File: src/rtl/trigger_ce_pkg.sv
`default_nettype none
// ============================================================================
// Module      : trigger_ce_pkg
// Description : Shared types and constants for the trigger-driven clock-enable
//               sequencer (state encoding and state width).
// Revision    : 1.0 - initial release
// ============================================================================
package trigger_ce_pkg;

    // Width of the sequencer state register
    localparam int c_STATE_W = 2;

    // Sequencer states; encoding is fixed so that state can be probed directly
    typedef enum logic [c_STATE_W-1:0] {
        IDLE  = 2'b00,
        DELAY = 2'b01,
        GATED = 2'b10
    } state_t;

endpackage : trigger_ce_pkg
`default_nettype wire

File: src/rtl/trig_edge_detect.sv
`default_nettype none
// ============================================================================
// Module      : trig_edge_detect
// Description : Per-channel trigger qualification (rising edge or level),
//               channel masking and lowest-index priority selection.
//               Qualification outputs are combinational from the current
//               trigger sample and the registered history.
// Revision    : 1.0 - initial release
// ============================================================================
module trig_edge_detect
    import trigger_ce_pkg::*;
#(
    parameter int NUM_TRIG  = 4,
    parameter bit EDGE_MODE = 1'b1
) (
    input  logic                clk,
    input  logic                rst,
    input  logic [NUM_TRIG-1:0] i_trig,
    input  logic [NUM_TRIG-1:0] i_mask,
    output logic                o_qual_any,
    output logic [NUM_TRIG-1:0] o_qual_onehot
);

    localparam logic [NUM_TRIG-1:0] c_ONE = NUM_TRIG'(1);

    // Raw per-channel hit before masking
    logic [NUM_TRIG-1:0] w_hit;
    // Masked hits
    logic [NUM_TRIG-1:0] w_qual;

    generate
        if (EDGE_MODE) begin : g_edge_mode
            // Previous-cycle trigger sample; updated every cycle regardless of
            // sequencer state so a trigger held through a sequence never re-fires
            logic [NUM_TRIG-1:0] r_trig_prev;

            // Capture trigger history for rising-edge detection
            always_ff @(posedge clk or posedge rst) begin
                if (rst) begin
                    r_trig_prev <= '0;
                end else begin
                    r_trig_prev <= i_trig;
                end
            end

            assign w_hit = i_trig & ~r_trig_prev;
        end else begin : g_level_mode
            assign w_hit = i_trig;
        end
    endgenerate

    // Per-channel masking
    genvar gi;
    generate
        for (gi = 0; gi < NUM_TRIG; gi++) begin : g_chan
            assign w_qual[gi] = w_hit[gi] & i_mask[gi];
        end
    endgenerate

    // Isolate the lowest set bit: x & (-x) keeps only the least significant one
    assign o_qual_onehot = w_qual & (~w_qual + c_ONE);
    assign o_qual_any    = |w_qual;

endmodule : trig_edge_detect
`default_nettype wire

File: src/rtl/trigger_ce_sequencer.sv
`default_nettype none
// ============================================================================
// Module      : trigger_ce_sequencer
// Description : On an accepted trigger, waits a programmable delay and then
//               drops a registered clock enable for a programmable number of
//               cycles (or until released when the hold length is zero).
//               Triggers arriving while a sequence runs are flagged as overrun.
// Revision    : 1.0 - initial release
// ============================================================================
module trigger_ce_sequencer
    import trigger_ce_pkg::*;
#(
    parameter int NUM_TRIG  = 4,
    parameter int CNT_W     = 16,
    parameter bit EDGE_MODE = 1'b1
) (
    input  logic                clk,
    input  logic                rst,
    input  logic [NUM_TRIG-1:0] trig_i,
    input  logic [NUM_TRIG-1:0] trig_mask_i,
    input  logic [CNT_W-1:0]    delay_i,
    input  logic [CNT_W-1:0]    hold_i,
    input  logic                release_i,
    output logic                clock_enable_o,
    output logic                busy_o,
    output logic [NUM_TRIG-1:0] trig_src_o,
    output logic                overrun_o
);

    localparam logic [CNT_W-1:0] c_CNT_ONE = CNT_W'(1);

    state_t              r_state;
    logic [CNT_W-1:0]    r_cnt;
    logic [CNT_W-1:0]    r_hold;
    logic                r_ce;
    logic                r_busy;
    logic [NUM_TRIG-1:0] r_src;
    logic                r_overrun;

    logic                w_qual_any;
    logic [NUM_TRIG-1:0] w_qual_onehot;

    trig_edge_detect #(
        .NUM_TRIG  (NUM_TRIG),
        .EDGE_MODE (EDGE_MODE)
    ) u_edge (
        .clk           (clk),
        .rst           (rst),
        .i_trig        (trig_i),
        .i_mask        (trig_mask_i),
        .o_qual_any    (w_qual_any),
        .o_qual_onehot (w_qual_onehot)
    );

    // Sequencer FSM: IDLE -> DELAY (count D) -> GATED (count H or wait release)
    always_ff @(posedge clk or posedge rst) begin
        if (rst) begin
            r_state   <= IDLE;
            r_cnt     <= '0;
            r_hold    <= '0;
            r_ce      <= 1'b1;
            r_busy    <= 1'b0;
            r_src     <= '0;
            r_overrun <= 1'b0;
        end else begin
            r_overrun <= 1'b0;
            case (r_state)
                IDLE: begin
                    // release is irrelevant here; a trigger always starts
                    if (w_qual_any) begin
                        r_state <= DELAY;
                        r_busy  <= 1'b1;
                        r_cnt   <= delay_i;
                        r_hold  <= hold_i;
                        r_src   <= w_qual_onehot;
                    end
                end
                DELAY: begin
                    r_overrun <= w_qual_any;
                    if (release_i) begin
                        // Abort takes priority over a simultaneous expiry
                        r_state <= IDLE;
                        r_busy  <= 1'b0;
                        r_cnt   <= '0;
                    end else if (r_cnt == '0) begin
                        r_state <= GATED;
                        r_ce    <= 1'b0;
                        // H-1 so the enable stays low for exactly H cycles
                        r_cnt   <= (r_hold != '0) ? (r_hold - c_CNT_ONE) : '0;
                    end else begin
                        r_cnt <= r_cnt - c_CNT_ONE;
                    end
                end
                GATED: begin
                    r_overrun <= w_qual_any;
                    if (release_i || ((r_hold != '0) && (r_cnt == '0))) begin
                        r_state <= IDLE;
                        r_busy  <= 1'b0;
                        r_ce    <= 1'b1;
                        r_cnt   <= '0;
                    end else if (r_cnt != '0) begin
                        r_cnt <= r_cnt - c_CNT_ONE;
                    end
                end
                default: begin
                    r_state <= IDLE;
                    r_busy  <= 1'b0;
                    r_ce    <= 1'b1;
                    r_cnt   <= '0;
                end
            endcase
        end
    end

    assign clock_enable_o = r_ce;
    assign busy_o         = r_busy;
    assign trig_src_o     = r_src;
    assign overrun_o      = r_overrun;

endmodule : trigger_ce_sequencer
`default_nettype wire
File: config.mk
export PLATFORM = sky130hd
export DESIGN_NAME = trigger_ce_sequencer
export DESIGN_NICKNAME = d
export VERILOG_FILES = /design/src/rtl/trigger_ce_pkg.sv /design/src/rtl/trig_edge_detect.sv /design/src/rtl/trigger_ce_sequencer.sv
export SDC_FILE = /design/constraint.sdc
export NUM_CORES = 1
export LEC_CHECK = 0
export ABC_AREA = 1
export BUFFER_PORTS_ARGS = -buffer_cell sky130_fd_sc_hd__buf_2
export CAP_MARGIN = 5
export CORE_MARGIN = 2
export CORE_UTILIZATION = 35
export DETAILED_ROUTE_END_ITERATION = 7
export GPL_TIMING_DRIVEN = 0
export PLACE_DENSITY = 0.5
export SLEW_MARGIN = 20
export SYNTH_ARGS = -nofsm -noshare
export SYNTH_HDL_FRONTEND = slang
export SYNTH_SLANG_ARGS = --single-unit
File: constraint.sdc
create_clock -name clk -period 1.9 [get_ports clk]
set_input_delay 0.38 -clock clk [delete_from_list [all_inputs] [get_ports clk]]
set_output_delay 0.38 -clock clk [all_outputs]
set_load 0.02 [all_outputs]
==> flow_summary.ini <==
[outcome]
run_status = complete, no violations

[layout]
layout-drive-gt1-share = 0.2778
layout-area-overhead-vs-synth_pct = 25.38
final_instance_area_um2 = 3839
fin_nets = 572
fin_cells = 630
antennaDiodeCount = 0
utilization = 0.4467

[floorplan]
dieHeight_um = 97.53
placementRows = 34
fp.dieArea_um2 = 9512
initial_core_util = 0.3563
boundaryPins = 50
core_area_um2 = 8593
die_w_um = 97.53

[worst_setup_path]
timing.setup.critical_path_class = reg2reg
regToRegStartpoint = r_cnt[1]
crit-reg2reg-capture = r_cnt[5]
timing.reg2reg.worst_path_depth = 13
timing.critical_path.arrival_ns = 2.11
critical_path.startpoint = r_cnt[1]
worst_setup_path_start_kind = flop
endpoint_kind = flop
critical_path_peak_fanout = 6
timing.reg2reg.setup_slack_ns = 0.05
worstPathRequired_ns = 2.16

[sta]
setup_violations = 0
slew_at_the_pin_closest_to_its_max_slew_limit_ns = 0.5340
clock-skew-final_ns = 0.007869
final_max_slew_viol_count = 0
finalHoldViolations = 0
fin_ws_ns = 0.04722
fin_crit_sh = 0.9751
grt_setup_unrepaired = yes
max_freq_mhz = 539.7
maxSlewHeadroom = 0.6434
finalCriticalPeriod_ns = 1.853
totalNegativeSetupSlack_ns = 0
holdWs_ns = 0.09317

[route]
routed_wirelength_um = 8199
detail-route-antenna-nets = 0
detailedRoute.firstIterationViolations = 85
wl_per_cell_um = 13.01
detail_route.first_pass.iterations = 4
drt_drc_violations_left = 0
number_of_vias_per_cell_after_detailed_routing = 4.637
detailroute.via_count = 2921

[power]
power_per_cell_area_nw_per_um2 = 1530
power.share.combinational = 0.595
design_power_total_mw = 5.875
power.net_switching_mw = 2.942
power_frac_clock = 0.112
cellLeakagePower_nw = 1.995
worst_ir_drop_vdd_v = 0.0004743
power.internal_mw = 2.933
netSwitchingFraction = 0.5007
seq_power_share = 0.293

[synthesis]
yosys.cell_types.count = 30
synth-warning-count = 0
synthXorXnorAreaFrac = 0.03433
dominant_combinational_cell_family_by_area_after_synthesis = simple AND/OR/NAND/NOR gates
postSynth.asyncResetShare = 1.000
muxShareOfSynthArea = 0
netlist.top_cell.by_area = sky130_fd_sc_hd__dfrtp_1
number_of_enable_type_register_cells_in_the_synthesized_netlist = 0
post_synth_main_area_contributors = sky130_fd_sc_hd__dfrtp_1 (36%), sky130_fd_sc_hd__nand2_1 (20%), sky130_fd_sc_hd__nor2_1 (7.1%), sky130_fd_sc_hd__inv_1 (5.4%), sky130_fd_sc_hd__nand3_1 (4.3%)
post-synth-top-area-fraction = 0.3596
synthesis.nets = 502
ys_seq_area_frac = 0.3682
synth_compound_gate_area_share = 0.09399
netlist_instances = 451
post_synthesis_adder_cell_area_fraction = 0.03269
dominantRegCellSynth = sky130_fd_sc_hd__dfrtp_1
syn-mean-instance-area_um2 = 6.789
mappedNetlistArea_um2 = 3062
basic_gate_share_of_the_synthesized_area_counting_and_or_nand_and_nor_cells = 0.3911
postSynthRegisterBits = 45

[clocking]
clock_insertion_delay_worst_skew_ns = 0.31
clkSinkCount = 45
cts_root_buf = sky130_fd_sc_hd__clkbuf_8
post_cts_hold_buffer_count = 0
ctsHtreeMaxLevel = 2
clock_transition_time_at_the_flip_flop_clock_pins_of_the_worst_setup_and_hold_paths_ns = 0.10
cts_tree = done
total_cts_buffers = 5
cts.path.max_buffers = 2

[place]
gp_routability_congestion = 0.8411
place_hpwl_um = 6216
placed_cells_incl_taps = 609
placement.setup.worst_slack_ns = -0.1259
numPortBuffers = 49
place_area_um2 = 3462

[worst_hold_path]
hold_path.class = in2async

[global_route]
antenna_found_initial = 0
first_global_vias = 2791
grt_max_degree = 25
grt.busiest_layer = met2
globalRouteMet2Util = 0.3003
global_route_wire_length_before_repair_um = 13670
gr-usage-met1 = 0.2383
global_route.usage.total = 0.1773
gr-total-overflow = 0
grt_util_met3 = 0.03022

[flow_run]
cap_viol_max_count = 0
[power by group through the flow]
stage / Clock [mW] / Combinational, mW / Sequential (mW)
final: 0.661 / 3.50 / 1.72
after global routing: 0.732 / 3.98 / 1.78
after CTS: 0.692 / 3.07 / 1.71
after detailed placement: 0 / 3.02 / 1.73
after global placement: 0 / 2.98 / 1.73
after floorplan: 0 / 2.26 / 1.71
[state kept, by name (all words and copies together) (netlist names)]
| name | flops |
|---|---|
| busy_o | 1 |
| clock_enable_o | 1 |
| overrun_o | 1 |
| r_cnt | 16 |
| r_hold | 16 |
| r_state | 2 |
| trig_src_o | 4 |
| u_edge.g_edge_mode.r_trig_prev | 4 |
[cells in the final DEF (no fill, tap or decap), types with 2 or more instances in the layout]
master                      count
sky130_fd_sc_hd__o21ai_0       24
sky130_fd_sc_hd__nor2_4         5
sky130_fd_sc_hd__ha_1           6
sky130_fd_sc_hd__buf_4         10
sky130_fd_sc_hd__nand2_4        6
sky130_fd_sc_hd__inv_6          2
sky130_fd_sc_hd__buf_6          2
sky130_fd_sc_hd__nand2_1      151
sky130_fd_sc_hd__a21oi_2        3
sky130_fd_sc_hd__nand3_2        3
sky130_fd_sc_hd__nor2_1        51
sky130_fd_sc_hd__xor2_1        11
sky130_fd_sc_hd__a21oi_1        6
sky130_fd_sc_hd__clkbuf_8       5
sky130_fd_sc_hd__inv_1         40
sky130_fd_sc_hd__buf_8          2
sky130_fd_sc_hd__nand4_1        3
sky130_fd_sc_hd__clkbuf_16      2
sky130_fd_sc_hd__o21a_1         4
sky130_fd_sc_hd__inv_2         10
sky130_fd_sc_hd__nand3b_1       2
sky130_fd_sc_hd__nor2_8         2
sky130_fd_sc_hd__o21ai_2        5
sky130_fd_sc_hd__nand3_1       24
sky130_fd_sc_hd__nand2_2       16
sky130_fd_sc_hd__o21ai_1        8
sky130_fd_sc_hd__clkbuf_2       3
sky130_fd_sc_hd__dfrtp_1       44
sky130_fd_sc_hd__buf_2         51
sky130_fd_sc_hd__nor2_2        10
[Yosys cell counts, types with 4 or more instances]
cell,number
sky130_fd_sc_hd__xor2_1,11
sky130_fd_sc_hd__nor2_2,5
sky130_fd_sc_hd__a21oi_1,9
sky130_fd_sc_hd__o21a_1,4
sky130_fd_sc_hd__inv_2,6
sky130_fd_sc_hd__inv_1,44
sky130_fd_sc_hd__o21ai_0,24
sky130_fd_sc_hd__nand3_1,26
sky130_fd_sc_hd__ha_1,8
sky130_fd_sc_hd__nand2_1,165
sky130_fd_sc_hd__nor2_1,58
sky130_fd_sc_hd__nand2_2,5
sky130_fd_sc_hd__dfrtp_1,44
sky130_fd_sc_hd__o21ai_1,10
[what timing repair did]
item	4_1_cts	5_1_grt
buffers inserted	2	9
pin swaps	1	21
endpoints found under the setup margin	31	26
resized for setup	6	43
gates cloned	0	2
[how the worst max path moves through the flow]
stage	end	slack, ns	cells past startpoint
4_1_cts	r_cnt[8]	0.008	13
5_1_grt	r_cnt[5]	-0.05	13
3_3_place_gp	r_hold[7]	-0.27	2
3_5_place_dp	r_hold[0]	-0.13	7
6_report	r_cnt[5]	0.05	13
2_1_floorplan	r_cnt[10]	0.20	14
[worst max-delay path, stage by stage (launching register included)]
cell and delay [ns]:
sky130_fd_sc_hd__dfrtp_1 0.43, sky130_fd_sc_hd__inv_2 0.10, sky130_fd_sc_hd__ha_4 0.14, sky130_fd_sc_hd__nand2_2 0.04, sky130_fd_sc_hd__nor2_2 0.09, sky130_fd_sc_hd__nand2_2 0.09, sky130_fd_sc_hd__nor2_8 0.19, sky130_fd_sc_hd__nand2_4 0.09
sky130_fd_sc_hd__nand3_4 0.07, sky130_fd_sc_hd__nand2_4 0.09, sky130_fd_sc_hd__nor2_8 0.19, sky130_fd_sc_hd__clkbuf_16 0.18, sky130_fd_sc_hd__nand2_1 0.05, sky130_fd_sc_hd__nand2_1 0.05
[cell type report]
class                           instances  area [um2]
Clock buffer                            5       68.82
Buffer                                  9       73.82
Timing Repair Buffer                   63       401.6
Tap cell                              108       135.1
Multi-Input combinational cell        347        1819
Fill cell                             927        4755
Inverter                               50       187.7
Sequential cell                        45        1127
Clock inverter                          3       25.02
[cells by family after synthesis]
family | count (synthesis)
buffers and inverters | 59
flip-flops | 45
AND/OR/NAND/NOR | 275
XOR/XNOR | 12
AO/OA/AOI/OAI | 52
adder cells (fa/ha/maj) | 8
[metal layers]
metal	routed length, um	share of wire
met1	3995	0.49
met2	3884	0.47
met3	223	0.027
met4	96	0.012
met5	0	0
Note: power is estimated with default switching activity, not from simulation.
